`config.mk`:
```
export PLATFORM = sky130hd
export DESIGN_NAME = f3m_inv_unit
export DESIGN_NICKNAME = d
export VERILOG_FILES = /design/src/rtl/f3m_pkg.sv /design/src/rtl/f3m_inv_step.sv /design/src/rtl/f3m_inv_unit.sv
export SDC_FILE = /design/constraint.sdc
export NUM_CORES = 2
export LEC_CHECK = 0
export ABC_AREA = 1
export CAP_MARGIN = 20
export CORE_MARGIN = 2
export CORE_UTILIZATION = 49
export CTS_BUF_LIST = sky130_fd_sc_hd__clkbuf_16
export CTS_CLUSTER_SIZE = 40
export DETAILED_ROUTE_END_ITERATION = 8
export PLACE_DENSITY = 0.74
export SYNTH_ARGS = -nofsm -noshare
export SYNTH_HDL_FRONTEND = slang
export SYNTH_SLANG_ARGS = --single-unit
export TNS_END_PERCENT = 50
```
`constraint.sdc`:
```
create_clock -name clk -period 42.5 [get_ports clk]
set_input_delay 4.25 -clock clk [delete_from_list [all_inputs] [get_ports clk]]
set_output_delay 4.25 -clock clk [all_outputs]
set_load 0.01 [all_outputs]
```
`src/rtl/f3m_pkg.sv`:
```
// Shared GF(3) / GF(3^97) definitions for the f3m arithmetic units.
// Field polynomial P(x) = x^97 + x^12 + 2, trits packed two bits per coefficient.
package f3m_pkg;

    localparam int M     = 97;
    localparam int W     = 2 * M;
    // Euclid working registers carry one extra trit for the degree-M term of P
    localparam int RW    = 2 * (M + 1);
    localparam int DW    = 8;
    localparam int ITERS = 2 * M;

    localparam logic [1:0] T0 = 2'b00;
    localparam logic [1:0] T1 = 2'b01;
    localparam logic [1:0] T2 = 2'b10;

    localparam int TAP_HI  = 97;
    localparam int TAP_MID = 12;
    localparam int TAP_LO  = 0;

    localparam logic [RW-1:0] P_POLY = (RW'(1) << (2 * TAP_HI))
                                     | (RW'(1) << (2 * TAP_MID))
                                     | (RW'(T2) << (2 * TAP_LO));
    localparam logic [W-1:0]  F_ONE  = W'(T1);

    typedef enum logic [1:0] {
        LOAD,
        ITER,
        FIN,
        DONE
    } phase_t;

    function automatic logic [1:0] f3_add(input logic [1:0] a, input logic [1:0] b);
        logic [2:0] s;
        s = {1'b0, a} + {1'b0, b};
        if (s >= 3'd3) begin
            s = s - 3'd3;
        end
        return s[1:0];
    endfunction

    // Negation swaps 1 and 2, which is just a bit swap in this encoding
    function automatic logic [1:0] f3_neg(input logic [1:0] a);
        return {a[0], a[1]};
    endfunction

    function automatic logic [1:0] f3_sub(input logic [1:0] a, input logic [1:0] b);
        return f3_add(a, f3_neg(b));
    endfunction

    function automatic logic [1:0] f3_mul(input logic [1:0] a, input logic [1:0] b);
        logic [1:0] p;
        if (a == T0 || b == T0) begin
            p = T0;
        end else if (a == b) begin
            p = T1;
        end else begin
            p = T2;
        end
        return p;
    endfunction

    function automatic logic [W-1:0] f3m_add(input logic [W-1:0] a, input logic [W-1:0] b);
        logic [W-1:0] c;
        c = '0;
        for (int i = 0; i < M; i++) begin
            c[2*i +: 2] = f3_add(a[2*i +: 2], b[2*i +: 2]);
        end
        return c;
    endfunction

    function automatic logic [W-1:0] f3m_sub(input logic [W-1:0] a, input logic [W-1:0] b);
        logic [W-1:0] c;
        c = '0;
        for (int i = 0; i < M; i++) begin
            c[2*i +: 2] = f3_sub(a[2*i +: 2], b[2*i +: 2]);
        end
        return c;
    endfunction

    function automatic logic [W-1:0] f3m_scale(input logic [1:0] k, input logic [W-1:0] a);
        logic [W-1:0] c;
        c = '0;
        for (int i = 0; i < M; i++) begin
            c[2*i +: 2] = f3_mul(k, a[2*i +: 2]);
        end
        return c;
    endfunction

    // x^97 == -x^12 - 2 == 2x^12 + 1, so the shifted-out trit t lands as -t at 12 and t at 0
    function automatic logic [W-1:0] mul_x_mod_p(input logic [W-1:0] a);
        logic [1:0]   t;
        logic [W-1:0] c;
        t = a[2*(M-1) +: 2];
        c = {a[W-3:0], T0};
        c[2*TAP_MID +: 2] = f3_add(c[2*TAP_MID +: 2], f3_neg(t));
        c[2*TAP_LO +: 2]  = t;
        return c;
    endfunction

    // Adding u0*P clears the constant trit (u0 + 2*u0 == 0), then the exact shift divides by x
    function automatic logic [W-1:0] div_x_mod_p(input logic [W-1:0] a);
        logic [1:0]   u0;
        logic [W-1:0] c;
        u0 = a[2*TAP_LO +: 2];
        c  = {u0, a[W-1:2]};
        c[2*(TAP_MID-1) +: 2] = f3_add(c[2*(TAP_MID-1) +: 2], u0);
        return c;
    endfunction

endpackage

```
`src/rtl/f3m_inv_step.sv`:
```
// One combinational iteration of the ternary extended Euclid used for inversion.
// Invariant kept by the step: R == U*A*x^e and S == V*A*x^e (mod P) for a shared e.
module f3m_inv_step
    import f3m_pkg::*;
(
    input  logic [RW-1:0] s,
    input  logic [RW-1:0] r,
    input  logic [W-1:0]  u,
    input  logic [W-1:0]  v,
    input  logic [DW-1:0] d,
    output logic [RW-1:0] s_next,
    output logic [RW-1:0] r_next,
    output logic [W-1:0]  u_next,
    output logic [W-1:0]  v_next,
    output logic [DW-1:0] d_next
);

    logic [1:0]   r_top;
    logic [1:0]   s_top;
    logic [1:0]   sr;
    logic [W-1:0] s_red;
    logic [W-1:0] v_red;

    // S - s*r*R always cancels the leading trit, so only the low M trits survive
    // before the multiply by x that refills the top position.
    always_comb begin
        r_top  = r[RW-1 -: 2];
        s_top  = s[RW-1 -: 2];
        sr     = f3_mul(s_top, r_top);
        s_red  = f3m_sub(s[W-1:0], f3m_scale(sr, r[W-1:0]));
        v_red  = f3m_sub(v, f3m_scale(sr, u));

        s_next = s;
        r_next = r;
        u_next = u;
        v_next = v;
        d_next = d;

        if (r_top == T0) begin
            r_next = {r[W-1:0], T0};
            u_next = mul_x_mod_p(u);
            d_next = d + DW'(1);
        end else if (d == '0) begin
            r_next = {s_red, T0};
            s_next = r;
            u_next = mul_x_mod_p(v_red);
            v_next = u;
            d_next = DW'(1);
        end else begin
            s_next = {s_red, T0};
            v_next = v_red;
            u_next = div_x_mod_p(u);
            d_next = d - DW'(1);
        end
    end

endmodule

```
`src/rtl/f3m_inv_unit.sv`:
```
// GF(3^97) inverter: reset pulse starts it, 2*M Euclid iterations later C = A^-1 mod P.
// Phase sequence LOAD -> ITER -> FIN -> DONE; done rises on the 196th edge after release.
module f3m_inv_unit
    import f3m_pkg::*;
(
    input  logic         clk,
    input  logic         reset,
    input  logic [W-1:0] A,
    output logic [W-1:0] C,
    output logic         done
);

    phase_t        phase;
    phase_t        phase_next;
    logic [RW-1:0] s_reg;
    logic [RW-1:0] r_reg;
    logic [W-1:0]  u_reg;
    logic [W-1:0]  v_reg;
    logic [DW-1:0] d_reg;
    logic [DW-1:0] iter_cnt;
    logic [RW-1:0] s_step;
    logic [RW-1:0] r_step;
    logic [W-1:0]  u_step;
    logic [W-1:0]  v_step;
    logic [DW-1:0] d_step;

    f3m_inv_step u_step_dp (
        .s      (s_reg),
        .r      (r_reg),
        .u      (u_reg),
        .v      (v_reg),
        .d      (d_reg),
        .s_next (s_step),
        .r_next (r_step),
        .u_next (u_step),
        .v_next (v_step),
        .d_next (d_step)
    );

    always_ff @(posedge clk or posedge reset) begin
        if (reset) begin
            phase <= LOAD;
        end else begin
            phase <= phase_next;
        end
    end

    always_comb begin
        phase_next = phase;
        case (phase)
            LOAD:    phase_next = ITER;
            ITER:    if (iter_cnt == DW'(ITERS - 1)) phase_next = FIN;
            FIN:     phase_next = DONE;
            DONE:    phase_next = DONE;
            default: phase_next = LOAD;
        endcase
    end

    // U starts at 1 so that R == U*A holds from the first cycle; the final
    // leading trit of R is a unit, and scaling U by it yields the inverse.
    always_ff @(posedge clk or posedge reset) begin
        if (reset) begin
            s_reg    <= '0;
            r_reg    <= '0;
            u_reg    <= '0;
            v_reg    <= '0;
            d_reg    <= '0;
            iter_cnt <= '0;
            C        <= '0;
            done     <= 1'b0;
        end else begin
            case (phase)
                LOAD: begin
                    s_reg    <= P_POLY;
                    r_reg    <= {T0, A};
                    u_reg    <= F_ONE;
                    v_reg    <= '0;
                    d_reg    <= '0;
                    iter_cnt <= '0;
                end
                ITER: begin
                    s_reg    <= s_step;
                    r_reg    <= r_step;
                    u_reg    <= u_step;
                    v_reg    <= v_step;
                    d_reg    <= d_step;
                    iter_cnt <= iter_cnt + DW'(1);
                end
                FIN: begin
                    C    <= f3m_scale(r_reg[RW-1 -: 2], u_reg);
                    done <= 1'b1;
                end
                default: begin
                    C    <= C;
                    done <= done;
                end
            endcase
        end
    end

endmodule

```
# Word-level counts from Yosys, hierarchy flattened
# Index checks and enable logic that the tools add are counted.
# totals
register_bits	993
in_bits	196
out_inout_bits	195
elab_cells	2196
# op_classes
add_sub_neg	397
order_cmp	197
n_eq_ne	299
mux	799
reduce_logical	495
# ops
cell	n
$mux W2	782
$mux W196	4
$pmux W196 S2	2
$mux W194	4
$pmux W194 S2	2
$add A2 B2 Y3	197
$ge A3 B2 Y1 const B	197
$eq A2 B2 Y1	292
$logic_not A2 Y1	198
$sub A2 B2 Y2 const B	197
$logic_or A1 B1 Y1	292
$pmux W8 S2	2
$add A8 B1 Y8 const B	2
$mux W8	2
$eq A8 B8 Y1 const B	1
$logic_not A8 Y1	1
$sub A8 B1 Y8 const B	1
$pmux W2 S3	1
$eq A2 B2 Y1 const B	2
$ne A2 B2 Y1 const B	2
$reduce_and A2 Y1	2
$ne A3 B2 Y1 const B	1
$eq A2 B1 Y1 const B	1
$reduce_bool A2 Y1	1
$reduce_or A2 Y1	1

# Longest topological paths before layout
# depth
ltp_word	15
ltp_mapped	29
mapped_depth_nobuf	26

# Hierarchy
# Synthesis repeated with hierarchy kept, for this count alone.
# unflattened
hier_cells	11961
area_unflattened_um2	81672.1
# modules_own_cells
module	n_inst	cells_per_inst	area_each_um2	seq_area_each_um2
f3m_inv_step	1	7728	41134.5	0.0
f3m_inv_unit	1	4233	40537.6	24848.8

# Worst setup path after synthesis
# Ideal clock, no wire load.
# synth_timing
path_kind	reg2out
from	register C[0]
to	output port C[0]
t_arrival_ps	385
required_time_ps	38250
setup_slack_ps	37865
stages_incl_launch_ff	1
path_buffers	0
path_cell_list	dfrtp_1
# synth_rtl
item	line	rtl
start, declared	f3m_inv_unit.sv:9	output logic [W-1:0] C,
start signal, assigned	f3m_inv_unit.sv:90	C <= f3m_scale(r_reg[RW-1 -: 2], u_reg);
# No word-level cell between the ends.

# Worst setup path in the final report
# layout_timing
from	register r_reg[195]
to	register u_reg[24]
# layout_via
elab_chain_len	15
word_cells_on_any_way	29
cone_classes	add/sub (6); order compare (3); eq/ne (3); mux (12); reduce/logical (5)
# layout_rtl
item	line	rtl
start, declared	f3m_inv_unit.sv:16	logic [RW-1:0] r_reg;
start signal, assigned	f3m_inv_unit.sv:75	r_reg <= {T0, A};
start signal, assigned	f3m_inv_unit.sv:83	r_reg <= r_step;
$eq A2 B2 Y1 / $logic_not A2 Y1 (equally long branches)	f3m_pkg.sv:54, f3m_pkg.sv:52, f3m_inv_step.sv:39	
$mux W2 / $logic_or A1 B1 Y1 (equally long branches)	f3m_pkg.sv:54, f3m_pkg.sv:52	
$mux W2	f3m_pkg.sv:52	if (a == T0 || b == T0) begin
$eq A2 B2 Y1 / $logic_not A2 Y1 (equally long branches)	f3m_pkg.sv:54, f3m_pkg.sv:52	
$mux W2 / $logic_or A1 B1 Y1 (equally long branches)	f3m_pkg.sv:54, f3m_pkg.sv:52	
$mux W2	f3m_pkg.sv:52	
$add A2 B2 Y3	f3m_pkg.sv:34	s = {1'b0, a} + {1'b0, b};
$ge A3 B2 Y1 / $sub A2 B2 Y2 (equally long branches)	f3m_pkg.sv:35, f3m_pkg.sv:36	
$mux W2	f3m_pkg.sv:35	if (s >= 3'd3) begin
$add A2 B2 Y3	f3m_pkg.sv:34	
$ge A3 B2 Y1 / $sub A2 B2 Y2 (equally long branches)	f3m_pkg.sv:35, f3m_pkg.sv:36	
$mux W2	f3m_pkg.sv:35	
$mux W194	f3m_inv_step.sv:43	end else if (d == '0) begin
$mux W194 *	f3m_inv_step.sv:39	if (r_top == T0) begin
$pmux W194 S2 *	f3m_inv_unit.sv:72	case (phase)
end signal, assigned	f3m_inv_unit.sv:84	u_reg <= u_step;
end, declared	f3m_inv_unit.sv:17	logic [W-1:0] u_reg;
# Mark *: on every way between the ends. The rest lies on a longest branch, timed or not.
# A chain may end at the register's enable or synchronous reset.

==> run_results.csv <==
group,metric,value,unit
global_route,gr-usage-all-layers,0.309,
global_route,gr-usage-met1,0.392,
timing,setup_viol,0,
timing,skew,0.0372,ns
final_layout,antennaDiodeCount,0,
worst_setup_path,start_kind,"flip-flop",
worst_setup_path,critPathMaxFanout,45,
clocking,clkLatencyLatePin,0.79,ns
clocking,cts-root-buf,"clkbuf_16",
die,die_height,406,um
clocking,clockBufferDepth,3,
worst_setup_path,worst_ep_required_time,43.22,ns
timing,finalSetupTns,0,ns
clocking,cts_setup_buffers,0,
final_layout,final_cell_mix,"5,186 x nand2_1, 1,603 x inv_1, 1,095 x nand3_1, 990 x dfrtp_1, 592 x a21oi_1",
global_route,met2_usage,0.508,
routing,vias_per_cell,5.75,
die,io_pins,391,
die,die_area,0.165,mm^2
timing,min_period,7.05,ns
routing,wl_per_cell,18.0,um
routing,drc,0,
timing,fin_crit_sh,0.166,
final_layout,fill_cells,15200,
placed_design,preCtsSetupSlack,34.58,ns
routing,routed_wl,259000,um
routing,drtIter0Drc,8264,
die,initial_core_util,0.494,
timing,setup_ws,35.45,ns
final_layout,final_nets,12900,
run,cap_violations,0,
worst_setup_path,end_kind,"flip-flop",
clocking,cts.repair.resized,0,
logic_synthesis,synth-seq-cells,993,
logic_synthesis,syn_inst,12200,
outcome,outcome,"complete, no violations",
global_route,busiest_layer,"met2",
routing,drt-pass1-iter-count,7,
global_route,grt_max_degree,192,
final_layout,area_growth,11.3,%
logic_synthesis,syn_area,0.0794,mm^2
final_layout,drive_above_1_share,0.0239,
global_route,grt_overflow,0,
timing,holdWs,0.473,ns
worst_setup_path,path_class,"flip-flop to flip-flop",
die,coreArea,0.161,mm^2
clocking,tritoncts,"done",
global_route,grt_first_pass_wirelength,416000,um
routing,ant_nets,0,
global_route,antenna_found_initial,1,
global_route,grt_pass1_vias,80700,
worst_setup_path,arrival,7.77,ns
timing,rsz0062_at_grt,"no",
logic_synthesis,synthesis.nets,12900,
timing,hold_violations,0,
timing,timing.fmax,0.142,GHz
placed_design,gp_congestion,0.875,
logic_synthesis,ys_seq_area_frac,0.313,
placed_design,port_buffers,390,
routing,vias,82500,
timing,relSlewSlack,0.178,
timing,tightestPinTransition,1.23,ns
final_layout,final_common_cell,"nand2_1",
placed_design,dpl.hpwl,154000,um
logic_synthesis,synth.yosys.warnings,0,
die,core.rowCount,147,
min_path,hold_path_class,"flip-flop to flip-flop",
clocking,cts_made_buffers,130,
die,die_x,406,um
clocking,clkTransAtPathRegs,0.06,ns
global_route,use_met3,0.0572,
clocking,cts_sinks,993,
clocking,postCtsHoldBufs,0,
logic_synthesis,syn_avg_cell_area,6.53,um^2
logic_synthesis,ys_types,29,
timing,maxSlewViolCount,0,
clocking,htree_num_levels,4,
==> final cells by class <==
class                           instances  area, um^2  area share
Clock inverter                        102         816     0.00923
Tap cell                             2160        2700      0.0306
Timing Repair Buffer                  470        4660      0.0527
Clock buffer                          134        3350      0.0379
Sequential cell                       993       24900       0.281
Multi-Input combinational cell       8909       46000       0.520
Inverter                             1585        5990      0.0678
==> worst paths after layout <==
kind / start / end / slack [ns] / cells past startpoint
min in group asynchronous: reset / C[175] / 3.99 / 2
min reg2reg: C[83] / C[83] / 0.47 / 2
min: C[83] / C[83] / 0.47 / 2
max: r_reg[195] / u_reg[24] / 35.45 / 26
max reg2reg: r_reg[195] / u_reg[24] / 35.45 / 26
max in group asynchronous: reset / C[81] / 35.46 / 5
==> cells in the mapped netlist <==
cell	count	area share
nor3_1	4	0.00025
ha_1	398	0.063
or2_2	1	0.000079
a21oi_1	592	0.037
nor2_2	2	0.00016
a21boi_0	6	0.00057
dfrtp_1	993	0.31
inv_2	8	0.00038
o211ai_1	289	0.027
nand4_1	486	0.038
nor3b_1	1	0.000095
a32oi_1	1	0.00011
o221ai_1	98	0.011
buf_2	166	0.010
a21boi_1	92	0.0087
nand3_1	1096	0.069
and3_1	1	0.000079
clkbuf_1	432	0.020
fa_1	197	0.050
nor2_4	2	0.00028
xor2_1	4	0.00044
o21ai_0	305	0.019
nor2_1	130	0.0061
buf_1	67	0.0032
o22ai_1	4	0.00032
inv_1	1577	0.075
nand2_1	5195	0.25
xnor2_1	4	0.00044
o21bai_1	1	0.000095
==> through the flow <==
step | cells | area, um^2 | utilization
finish | 14400 | 88400 | 0.550
global route | 14400 | 88400 | 0.550
CTS | 14400 | 88400 | 0.550
detailed placement | 14100 | 84200 | 0.524
global placement | 14100 | 84200 | 0.524
floorplan | 12200 | 79400 | -
==> worst max-delay path: stages, from the launching register on <==
cell and delay, ns:
dfrtp_4 0.74, inv_4 0.63, nand2_1 0.19, nand2_4 0.51, buf_4 0.72, buf_4 0.75
nand4_1 0.17, nand2_1 0.13, a21oi_1 0.08, ha_1 0.19, inv_1 0.07, fa_1 0.42
inv_1 0.10, ha_1 0.15, inv_1 0.05, nand3_1 0.08, a21boi_0 0.32, ha_1 0.23
fa_1 0.46, ha_1 0.24, nor2_1 0.16, nand2_1 0.11, nand2_1 0.07, nand3_1 0.07
nand3_1 0.12, nand3_1 0.08, nand2_1 0.07
==> kinds of logic after synthesis <==
logic type               share of synthesized area
adder cells (fa/ha/maj)                      0.112
AO/OA/AOI/OAI                                0.104
flip-flops                                   0.313
AND/OR/NAND/NOR                              0.360
buffers and inverters                        0.109
XOR/XNOR                                  0.000883
==> metal layers <==
metal,up-vias,share of wire
li1,38900,-
met1,38500,0.39
met2,4284,0.46
met3,806,0.10
met4,2,0.047
met5,-,0.000050
Power is not shown: default switching activity piles up to over one toggle a cycle in this logic, so the estimate is an artifact.
